===== src/rtl/multicycle_control_unit_if.sv =====
// Opcode/handshake inputs and datapath control outputs of the multi-cycle MIPS control unit.
// master = control unit side, slave = datapath side.
interface multicycle_control_unit_if #(
    parameter int OPC_W   = 6,
    parameter int ALUOP_W = 3,
    parameter int CNT_W   = 32
);
    logic [OPC_W-1:0]   Opc;
    logic               MemReady;
    logic               PCWrite;
    logic               Branch;
    logic               IorD;
    logic               MemRead;
    logic               MemWrite;
    logic               IRWrite;
    logic               RegDst;
    logic               MemToReg;
    logic               RegWrite;
    logic               ALUSrcA;
    logic [1:0]         ALUSrcB;
    logic [ALUOP_W-1:0] ALUOp;
    logic [1:0]         PCSrc;
    logic [3:0]         StateOut;
    logic               Illegal;
    logic [CNT_W-1:0]   InstrCount;

    modport master (
        input  Opc, MemReady,
        output PCWrite, Branch, IorD, MemRead, MemWrite, IRWrite, RegDst, MemToReg,
               RegWrite, ALUSrcA, ALUSrcB, ALUOp, PCSrc, StateOut, Illegal, InstrCount
    );

    modport slave (
        output Opc, MemReady,
        input  PCWrite, Branch, IorD, MemRead, MemWrite, IRWrite, RegDst, MemToReg,
               RegWrite, ALUSrcA, ALUSrcB, ALUOp, PCSrc, StateOut, Illegal, InstrCount
    );
endinterface


===== src/rtl/multicycle_control_unit.sv =====
// Multi-cycle MIPS Moore control FSM with retired-instruction counter.
// Optional macro ILLEGAL_TRAP_EN: unknown opcodes trap (Illegal=1) instead of retiring as NOPs.
module multicycle_control_unit #(
    parameter int OPC_W   = 6,
    parameter int ALUOP_W = 3,
    parameter int CNT_W   = 32
) (
    input  logic                       clk_i,
    input  logic                       rst_ni,
    multicycle_control_unit_if.master  bus
);

    typedef enum logic [3:0] {
        IDLE     = 4'd0,
        FETCH    = 4'd1,
        DECODE   = 4'd2,
        MEMADR   = 4'd3,
        MEMRD    = 4'd4,
        MEMWB    = 4'd5,
        MEMWR    = 4'd6,
        RTYPE_EX = 4'd7,
        RTYPE_WB = 4'd8,
        BEQ_EX   = 4'd9,
        ADDI_EX  = 4'd10,
        ADDI_WB  = 4'd11,
        JUMP_EX  = 4'd12,
        TRAP     = 4'd13
    } state_e;

    // Opcodes are zero-extended, so any set upper bit prevents a match.
    localparam logic [OPC_W-1:0] OP_R    = OPC_W'(6'b000000);
    localparam logic [OPC_W-1:0] OP_LW   = OPC_W'(6'b100011);
    localparam logic [OPC_W-1:0] OP_SW   = OPC_W'(6'b101011);
    localparam logic [OPC_W-1:0] OP_BEQ  = OPC_W'(6'b000100);
    localparam logic [OPC_W-1:0] OP_ADDI = OPC_W'(6'b001000);
    localparam logic [OPC_W-1:0] OP_J    = OPC_W'(6'b000010);

    localparam logic [ALUOP_W-1:0] ALU_ADD   = ALUOP_W'(3'b000);
    localparam logic [ALUOP_W-1:0] ALU_FUNCT = ALUOP_W'(3'b001);
    localparam logic [ALUOP_W-1:0] ALU_SUB   = ALUOP_W'(3'b010);

    state_e             state_q, state_d;
    logic [CNT_W-1:0]   instrCount_q, instrCount_d;
    logic               retire;

    logic               pcWrite, branch, iorD, memRead, memWrite, irWrite;
    logic               regDst, memToReg, regWrite, aluSrcA;
    logic [1:0]         aluSrcB, pcSrc;
    logic [ALUOP_W-1:0] aluOp;

    always_ff @(posedge clk_i or negedge rst_ni) begin
        if (!rst_ni) begin
            state_q      <= IDLE;
            instrCount_q <= '0;
        end else begin
            state_q      <= state_d;
            instrCount_q <= instrCount_d;
        end
    end

    always_comb begin
        state_d = state_q;
        case (state_q)
            IDLE:     state_d = FETCH;
            FETCH:    if (bus.MemReady) state_d = DECODE;
            DECODE: begin
                if ((bus.Opc == OP_LW) || (bus.Opc == OP_SW)) state_d = MEMADR;
                else if (bus.Opc == OP_R)                     state_d = RTYPE_EX;
                else if (bus.Opc == OP_BEQ)                   state_d = BEQ_EX;
                else if (bus.Opc == OP_ADDI)                  state_d = ADDI_EX;
                else if (bus.Opc == OP_J)                     state_d = JUMP_EX;
                else begin
`ifdef ILLEGAL_TRAP_EN
                    state_d = TRAP;
`else
                    state_d = FETCH;
`endif
                end
            end
            MEMADR:   state_d = (bus.Opc == OP_SW) ? MEMWR : MEMRD;
            MEMRD:    if (bus.MemReady) state_d = MEMWB;
            MEMWB:    state_d = FETCH;
            MEMWR:    if (bus.MemReady) state_d = FETCH;
            RTYPE_EX: state_d = RTYPE_WB;
            RTYPE_WB: state_d = FETCH;
            BEQ_EX:   state_d = FETCH;
            ADDI_EX:  state_d = ADDI_WB;
            ADDI_WB:  state_d = FETCH;
            JUMP_EX:  state_d = FETCH;
            TRAP:     state_d = TRAP;
            default:  state_d = IDLE;
        endcase
    end

    // A stall in FETCH re-enters FETCH but is not a retirement.
    assign retire       = (state_d == FETCH) && (state_q != IDLE) && (state_q != FETCH);
    assign instrCount_d = retire ? instrCount_q + CNT_W'(1) : instrCount_q;

    always_comb begin
        pcWrite  = 1'b0;
        branch   = 1'b0;
        iorD     = 1'b0;
        memRead  = 1'b0;
        memWrite = 1'b0;
        irWrite  = 1'b0;
        regDst   = 1'b0;
        memToReg = 1'b0;
        regWrite = 1'b0;
        aluSrcA  = 1'b0;
        aluSrcB  = 2'b00;
        aluOp    = ALU_ADD;
        pcSrc    = 2'b00;
        case (state_q)
            FETCH: begin
                memRead = 1'b1;
                aluSrcB = 2'b01;
                irWrite = bus.MemReady;
                pcWrite = bus.MemReady;
            end
            DECODE: begin
                aluSrcB = 2'b11;
            end
            MEMADR: begin
                aluSrcA = 1'b1;
                aluSrcB = 2'b10;
            end
            MEMRD: begin
                memRead = 1'b1;
                iorD    = 1'b1;
            end
            MEMWB: begin
                regWrite = 1'b1;
                memToReg = 1'b1;
            end
            MEMWR: begin
                memWrite = 1'b1;
                iorD     = 1'b1;
            end
            RTYPE_EX: begin
                aluSrcA = 1'b1;
                aluOp   = ALU_FUNCT;
            end
            RTYPE_WB: begin
                regWrite = 1'b1;
                regDst   = 1'b1;
            end
            BEQ_EX: begin
                aluSrcA = 1'b1;
                aluOp   = ALU_SUB;
                branch  = 1'b1;
                pcSrc   = 2'b01;
            end
            ADDI_EX: begin
                aluSrcA = 1'b1;
                aluSrcB = 2'b10;
            end
            ADDI_WB: begin
                regWrite = 1'b1;
            end
            JUMP_EX: begin
                pcWrite = 1'b1;
                pcSrc   = 2'b10;
            end
            default: ;
        endcase
    end

    assign bus.PCWrite    = pcWrite;
    assign bus.Branch     = branch;
    assign bus.IorD       = iorD;
    assign bus.MemRead    = memRead;
    assign bus.MemWrite   = memWrite;
    assign bus.IRWrite    = irWrite;
    assign bus.RegDst     = regDst;
    assign bus.MemToReg   = memToReg;
    assign bus.RegWrite   = regWrite;
    assign bus.ALUSrcA    = aluSrcA;
    assign bus.ALUSrcB    = aluSrcB;
    assign bus.ALUOp      = aluOp;
    assign bus.PCSrc      = pcSrc;
    assign bus.StateOut   = state_q;
    assign bus.InstrCount = instrCount_q;

`ifdef ILLEGAL_TRAP_EN
    assign bus.Illegal = (state_q == TRAP);
`else
    assign bus.Illegal = 1'b0;
`endif

endmodule


===== src/flat_wrapper.sv =====
// flat-port wrapper written by rule: the top's interface ports become plain ports
module multicycle_control_unit_flat 
#(
    parameter int OPC_W   = 6,
    parameter int ALUOP_W = 3,
    parameter int CNT_W   = 32
)
  (clk_i, rst_ni, bus_Opc, bus_MemReady, bus_PCWrite, bus_Branch, bus_IorD, bus_MemRead, bus_MemWrite, bus_IRWrite, bus_RegDst, bus_MemToReg, bus_RegWrite, bus_ALUSrcA, bus_ALUSrcB, bus_ALUOp, bus_PCSrc, bus_StateOut, bus_Illegal, bus_InstrCount);
  multicycle_control_unit_if #(.OPC_W(OPC_W), .ALUOP_W(ALUOP_W), .CNT_W(CNT_W)) bus_i ();
  input  logic clk_i;
  input  logic rst_ni;
  input wire logic [$bits(bus_i.Opc)-1:0] bus_Opc;
  input wire logic [$bits(bus_i.MemReady)-1:0] bus_MemReady;
  output wire logic [$bits(bus_i.PCWrite)-1:0] bus_PCWrite;
  output wire logic [$bits(bus_i.Branch)-1:0] bus_Branch;
  output wire logic [$bits(bus_i.IorD)-1:0] bus_IorD;
  output wire logic [$bits(bus_i.MemRead)-1:0] bus_MemRead;
  output wire logic [$bits(bus_i.MemWrite)-1:0] bus_MemWrite;
  output wire logic [$bits(bus_i.IRWrite)-1:0] bus_IRWrite;
  output wire logic [$bits(bus_i.RegDst)-1:0] bus_RegDst;
  output wire logic [$bits(bus_i.MemToReg)-1:0] bus_MemToReg;
  output wire logic [$bits(bus_i.RegWrite)-1:0] bus_RegWrite;
  output wire logic [$bits(bus_i.ALUSrcA)-1:0] bus_ALUSrcA;
  output wire logic [$bits(bus_i.ALUSrcB)-1:0] bus_ALUSrcB;
  output wire logic [$bits(bus_i.ALUOp)-1:0] bus_ALUOp;
  output wire logic [$bits(bus_i.PCSrc)-1:0] bus_PCSrc;
  output wire logic [$bits(bus_i.StateOut)-1:0] bus_StateOut;
  output wire logic [$bits(bus_i.Illegal)-1:0] bus_Illegal;
  output wire logic [$bits(bus_i.InstrCount)-1:0] bus_InstrCount;
  assign bus_i.Opc = bus_Opc;
  assign bus_i.MemReady = bus_MemReady;
  assign bus_PCWrite = bus_i.PCWrite;
  assign bus_Branch = bus_i.Branch;
  assign bus_IorD = bus_i.IorD;
  assign bus_MemRead = bus_i.MemRead;
  assign bus_MemWrite = bus_i.MemWrite;
  assign bus_IRWrite = bus_i.IRWrite;
  assign bus_RegDst = bus_i.RegDst;
  assign bus_MemToReg = bus_i.MemToReg;
  assign bus_RegWrite = bus_i.RegWrite;
  assign bus_ALUSrcA = bus_i.ALUSrcA;
  assign bus_ALUSrcB = bus_i.ALUSrcB;
  assign bus_ALUOp = bus_i.ALUOp;
  assign bus_PCSrc = bus_i.PCSrc;
  assign bus_StateOut = bus_i.StateOut;
  assign bus_Illegal = bus_i.Illegal;
  assign bus_InstrCount = bus_i.InstrCount;
  multicycle_control_unit #(.OPC_W(OPC_W), .ALUOP_W(ALUOP_W), .CNT_W(CNT_W)) u_core (.clk_i(clk_i), .rst_ni(rst_ni), .bus(bus_i));
endmodule

===== config.mk =====
export PLATFORM = sky130hd
export DESIGN_NAME = multicycle_control_unit_flat
export DESIGN_NICKNAME = d
export VERILOG_FILES = /design/src/rtl/multicycle_control_unit_if.sv /design/src/rtl/multicycle_control_unit.sv /design/src/flat_wrapper.sv
export SDC_FILE = /design/constraint.sdc
export NUM_CORES = 1
export LEC_CHECK = 0
export ABC_AREA = 1
export ABC_CLOCK_PERIOD_IN_PS = 5150
export BUFFER_PORTS_ARGS = -buffer_cell sky130_fd_sc_hd__buf_4
export CORE_ASPECT_RATIO = 0.7
export CORE_MARGIN = 3
export CORE_UTILIZATION = 35
export CTS_BUF_LIST = sky130_fd_sc_hd__clkbuf_4 sky130_fd_sc_hd__clkbuf_8
export CTS_CLUSTER_SIZE = 28
export DETAILED_ROUTE_END_ITERATION = 12
export PLACE_DENSITY = 0.53
export SYNTH_ARGS = -nofsm -noshare
export SYNTH_HDL_FRONTEND = slang
export SYNTH_SLANG_ARGS = --single-unit

===== constraint.sdc =====
create_clock -name clk_i -period 5.15 [get_ports clk_i]
set_input_delay 0 -clock clk_i [delete_from_list [all_inputs] [get_ports clk_i]]
set_output_delay 0 -clock clk_i [all_outputs]
set_load 0.05 [all_outputs]

======== Yosys cells after proc, flatten, opt, wreduce, memory -nomap -nowiden ========
Cells that the tools add are included.
word-level totals
  output and inout port bits .............. 54
  word-level logic and storage cells ...... 58
  bits of input ports ..................... 9
  bits in registers ....................... 36
cells by class
  equal/unequal tests ..................... 20
  reductions and logical operators ........ 12
  muxes and demuxes ....................... 23
  add/subtract/negate cells ............... 1
operator list
  cell                                                                      count
  4-bit case mux with 9 select lines                                        1
  32-bit by 1-bit adder with 32-bit output (second input constant)          1
  4-bit two-way mux                                                         8
  4-bit == test (second input constant)                                     6
  4-bit by 3-bit == test with 1-bit output (second input constant)          4
  6-bit == test (second input constant)                                     2
  1-bit two-way mux                                                         9
  4-bit by 1-bit == test with 1-bit output (second input constant)          2
  4-bit by 2-bit == test with 1-bit output (second input constant)          2
  2-bit case mux with 2 select lines                                        2
  6-bit by 2-bit == test with 1-bit output (second input constant)          1
  6-bit by 3-bit == test with 1-bit output (second input constant)          1
  6-bit by 4-bit == test with 1-bit output (second input constant)          1
  6-bit zero test                                                           1
  2-bit case mux with 3 select lines                                        1
  2-bit OR reduction                                                        3
  6-bit OR reduction                                                        1
  4-bit zero test                                                           1
  4-bit by 1-bit inequality test with 1-bit output (second input constant)  1
  4-bit nonzero test                                                        1
  4-bit OR reduction                                                        1
  3-bit OR reduction                                                        1
  1-bit logical AND                                                         2
  2-bit two-way mux                                                         1
  other kinds (2)                                                           2

======== Logic depth before layout (Yosys ltp) ========
  word-level depth ........................ 10
  gate-level depth with buffers ........... 12
  mapped depth without buffers ............ 11

======== Worst setup path before layout ========
Ideal clock, no wire load.
  path type ............................... flip-flop to flip-flop
  start point ............................. reg u_core.state_q[0], in the netlist u_core.bus.StateOut[0]
  end point ............................... reg u_core.instrCount_q[0], in the netlist u_core.bus.InstrCount[0]
  cell stages (with the launch flop) ...... 12
  setup slack ............................. 2656 ps
  path buffers ............................ 1
  clock period less this slack ............ 2494 ps
  setup time .............................. 66 ps
  data required time ...................... 5084 ps
  arrival ................................. 2428 ps
  cell sequence ........................... dfrtp_1 -> inv_1 -> nor2_1 -> nand2_1 -> nor2_1 -> nor2_1 -> nand3_2 -> nor2_1 -> nand3_2 -> buf_6 -> nand2_1 -> nand2_1
on the way
  word-level cells in the longest chain between the ends .. 6
  elaborated cells between the ends (all ways) .. 24
  classes of those cells .................. 15 x eq/ne; 4 x mux; 5 x reduce/logical
RTL lines
  item                                                                    line                           text
  start: declaration                                                      multicycle_control_unit.sv:42  state_e state_q, state_d;
  start signal: assignment                                                multicycle_control_unit.sv:56  state_q <= state_d;
  4-bit by 3-bit == test with 1-bit output, or another cell as far along  multicycle_control_unit.sv:63  case (state_q)
  6-bit OR reduction (no line)                                            --
  4-bit case mux with 9 select lines *                                    multicycle_control_unit.sv:63
  via u_core.state_d[1]                                                   multicycle_control_unit.sv:42
  4-bit by 1-bit == test with 1-bit output *                              multicycle_control_unit.sv:96  assign retire = (state_d == FETCH) && (state_q != IDLE) && (state_q != FETCH);
  1-bit logical AND * (2 in series)                                       multicycle_control_unit.sv:96
  end signal: assignment                                                  multicycle_control_unit.sv:57  instrCount_q <= instrCount_d;
  end: declaration                                                        multicycle_control_unit.sv:43  logic [CNT_W-1:0] instrCount_q, instrCount_d;
Mark *: on every way through the listed nets, which the timed path passes. The rest lies on a longest branch.
A chain may end at the register's enable or synchronous reset.

======== Worst setup path after layout ========
  start point ............................. reg u_core.state_q[2], in the netlist u_core.bus.StateOut[2]
  end point ............................... reg u_core.instrCount_q[20], in the netlist u_core.bus.InstrCount[20]
on the way
  word-level cells in the longest chain between the ends .. 6
  elaborated cells between the ends (all ways) .. 24
  classes of those cells .................. 15 x eq/ne; 4 x mux; 5 x reduce/logical
RTL lines
  item                                                                    line
  4-bit by 3-bit == test with 1-bit output, or another cell as far along  multicycle_control_unit.sv:63
  6-bit OR reduction (no line)                                            --
  4-bit case mux with 9 select lines                                      multicycle_control_unit.sv:63
  4-bit by 1-bit == test with 1-bit output                                multicycle_control_unit.sv:96
  1-bit logical AND                                                       multicycle_control_unit.sv:96
  1-bit logical AND *                                                     multicycle_control_unit.sv:96
Mark *: on every way between the ends. The rest lies on a longest branch, timed or not.

==> impl_results.md <==
- Status: finished clean
- Ports: 63
- Post-Syn Instances: 436
- Clk root buf: clkbuf_8
- Inserted Diodes: 0
- ANT nets after route: 0
- Area Overhead vs Synth: 22.1%
- 1st-pass router iterations: 5
- Synth cell types: 21
- Top-count cell post-synth: nand2_1
- Detailed-route wire length: 8090 µm
- DPL Wire Length: 6230 µm
- # H-tree levels: 2
- Worst min-delay path class: in -> reg
- DR vias/cell: 5.03
- Vias: 2970
- Hold Fails Final Rpt: 0
- Layout cell share with drive strength beyond 1: 16.3%
- Yosys reg bits: 36
- Crit path required time: 5.32 ns
- Main area contributors after synthesis: dfrtp_1, nand2_1, nor2_1
- CTS tree: yes
- Final Total Pwr: 1.39 mW
- Slew @ Worst Pin: 0.764 ns
- Largest net degree at the start of global routing: 37
- Synth Flop Type: dfrtp_1
- Maxcap violations: 0
- Initial antenna violation count: 0
- Final period utilization: 55.3%
- Slew headroom: 49.0%
- Die footprint: 8920 µm²
- Critical path fanouts, max: 34
- Yosys top cell by area: dfrtp_1
- Top cells by count, synth: nand2_1, nor2_1, dfrtp_1, nand4_1, inv_1
- Number of global-route vias before repair: 2674
- Post-synth EDFFs: 0
- Clock skew: 0.00833 ns
- Pwr/cell area: 417 nW/µm²
- Post-CTS Setup Inserts: 0
- TritonCTS buffer count: 5
- Setup-failing EPs final: 0
- Crit. End Element: register
- Wirelength per Cell: 13.7 µm
- Drc violations: 0
- CTS sink cnt: 36
- CP startpoint kind: register
- Syn Std Cell Area: 2730 µm²
- Clock transition at path regs: 0.08 ns
- Synthesized area per cell: 6.26 µm²
- Routability congestion estimate: 0.930
- First-pass GRT wire length: 13800 µm
- Setup tns final: 0 ns
- Worst vdd ir: 245 µV
- Crit path time final: 2.85 ns
- GRT Overall Usage: 19.0%
- CP Class: reg -> reg
- Num rows: 26
- 1st-iter DRT viols: 197
- NumNets Final: 501
- Seq/Total Area, Yosys: 33.0%
- Die Ht: 79.9 µm
- Core ar.: 7450 µm²
- FMAX: 0.351 GHz
- Leakage: 1.78 nW
- Unrepaired setup endpoints after global routing: no
- Initial Utilization: 36.7%
- Clk Latency, worst-skew pair: 0.29 ns
- Final Slew Violations: 0
- Async S/R FF share, synth: 100%
- GRT overflow: 0
- Maximum root-to-sink buffer count: 2
- I/O Buffers: 60
- YS warnings: 0
- Share of the synthesized area in the top cell type: 33.0%
- Critical path data arrival time: 3.02 ns
- Die Span X: 112 µm
==> power by group <==
group / switching (mW) / internal (mW) / total, mW
Sequential: 0.0471 / 0.310 / 0.357
Clock: 0.106 / 0.149 / 0.255
Combinational: 0.608 / 0.172 / 0.780
Total: 0.761 / 0.631 / 1.39
==> placed cells by master, fill, tap and decap left out, types with 2 or more instances in the layout <==
master and n:
nand2_1 189, nor2_1 73, buf_4 62, dfrtp_1 36, nand4_1 34, inv_1 24
nand3_1 18, nand3b_1 14, xor2_1 11, clkbuf_8 5, nor2_2 4, xnor2_1 4
inv_2 3, nand3_2 3, o21ai_0 2, conb_1 2
==> sequential cells by signal (all words and copies together) (netlist names) <==
signal                 flops
u_core.bus.StateOut        4
u_core.bus.InstrCount     32
==> repair_timing <==
| action | 4_1_cts | 5_1_grt |
|---|---|---|
| gates resized for setup | 0 | 0 |
| endpoints found under the hold margin | 36 | 0 |
| hold buffers | 1 | 0 |
==> worst max-delay path: stages, from the launching register on <==
cell and delay (ns):
dfrtp_1 0.49, nor2_2 0.29, inv_2 0.06, nor2_1 0.21
nand3_1 0.13, nand3_2 0.51, nand2_1 0.14, inv_2 0.08
nand3_2 0.50, nand2_1 0.21, nand2_1 0.07
==> cell type report <==
class | instances | area (µm²)
fillers | 808 | 4110
multi-input cells | 358 | 1620
flip-flops and latches | 36 | 901
repair buffers | 63 | 475
well taps | 98 | 123
inverters | 27 | 101
clock buffers | 6 | 76.3
clock inverters | 2 | 35.0
==> kinds of logic (layout without fill, tap and decap cells) <==
kind of cell               count (synthesis)  count (layout)  synth area share, %
and+or+nand+nor                          336             336                 53.1
buffers and inverters                     43              98                 7.70
DFF                                       36              36                 33.0
xor gates and xnor gates                  15              15                 4.81
AOI/OAI and AO/OA                          4               4                0.779
adders and majority gates                  1               1                0.458
other                                      1               2                0.137
==> per-stage QoR <==
step / setup WS, ns / util, % / cells / hold slack [ns] / instance area, µm²
final: 2.30 / 44.8 / 590 / 0.0874 / 3340
after floorplan: 2.66 / - / 437 / -0.296 / 2740
after global routing: 1.96 / 44.8 / 590 / 0.114 / 3340
after global placement: 2.41 / 43.1 / 581 / -0.0117 / 3210
after detailed placement: 2.34 / 43.1 / 581 / -0.00906 / 3210
after CTS: 2.30 / 44.8 / 590 / 0.0756 / 3340
==> routing by layer <==
layer | GRT usage, % | vias to the layer above | part of all wire [%]
li1 | - | 1501 | -
met1 | 31.5 | 1355 | 56
met2 | 25.6 | 107 | 37
met3 | 2.95 | 7 | 6.6
met4 | 2.19 | 0 | 0.53
met5 | 0 | - | 0
==> path summary, 6_finish.rpt <==
| check | cells past startpoint | from | endpoint | slack (ns) |
|---|---|---|---|---|
| max | 10 | u_core.bus.StateOut[2] | u_core.bus.InstrCount[20] | 2.30 |
| min | 4 | bus_Opc[2] | u_core.bus.StateOut[1] | 0.09 |
| max reg2reg | 10 | u_core.bus.StateOut[2] | u_core.bus.InstrCount[20] | 2.30 |
| min reg2reg | 2 | u_core.bus.InstrCount[31] | u_core.bus.InstrCount[31] | 0.53 |
| max in group asynchronous | 2 | rst_ni | u_core.bus.InstrCount[30] | 4.61 |
| min in group asynchronous | 2 | rst_ni | u_core.bus.InstrCount[11] | 0.21 |
No activity file was read; power rests on OpenSTA's default activity.
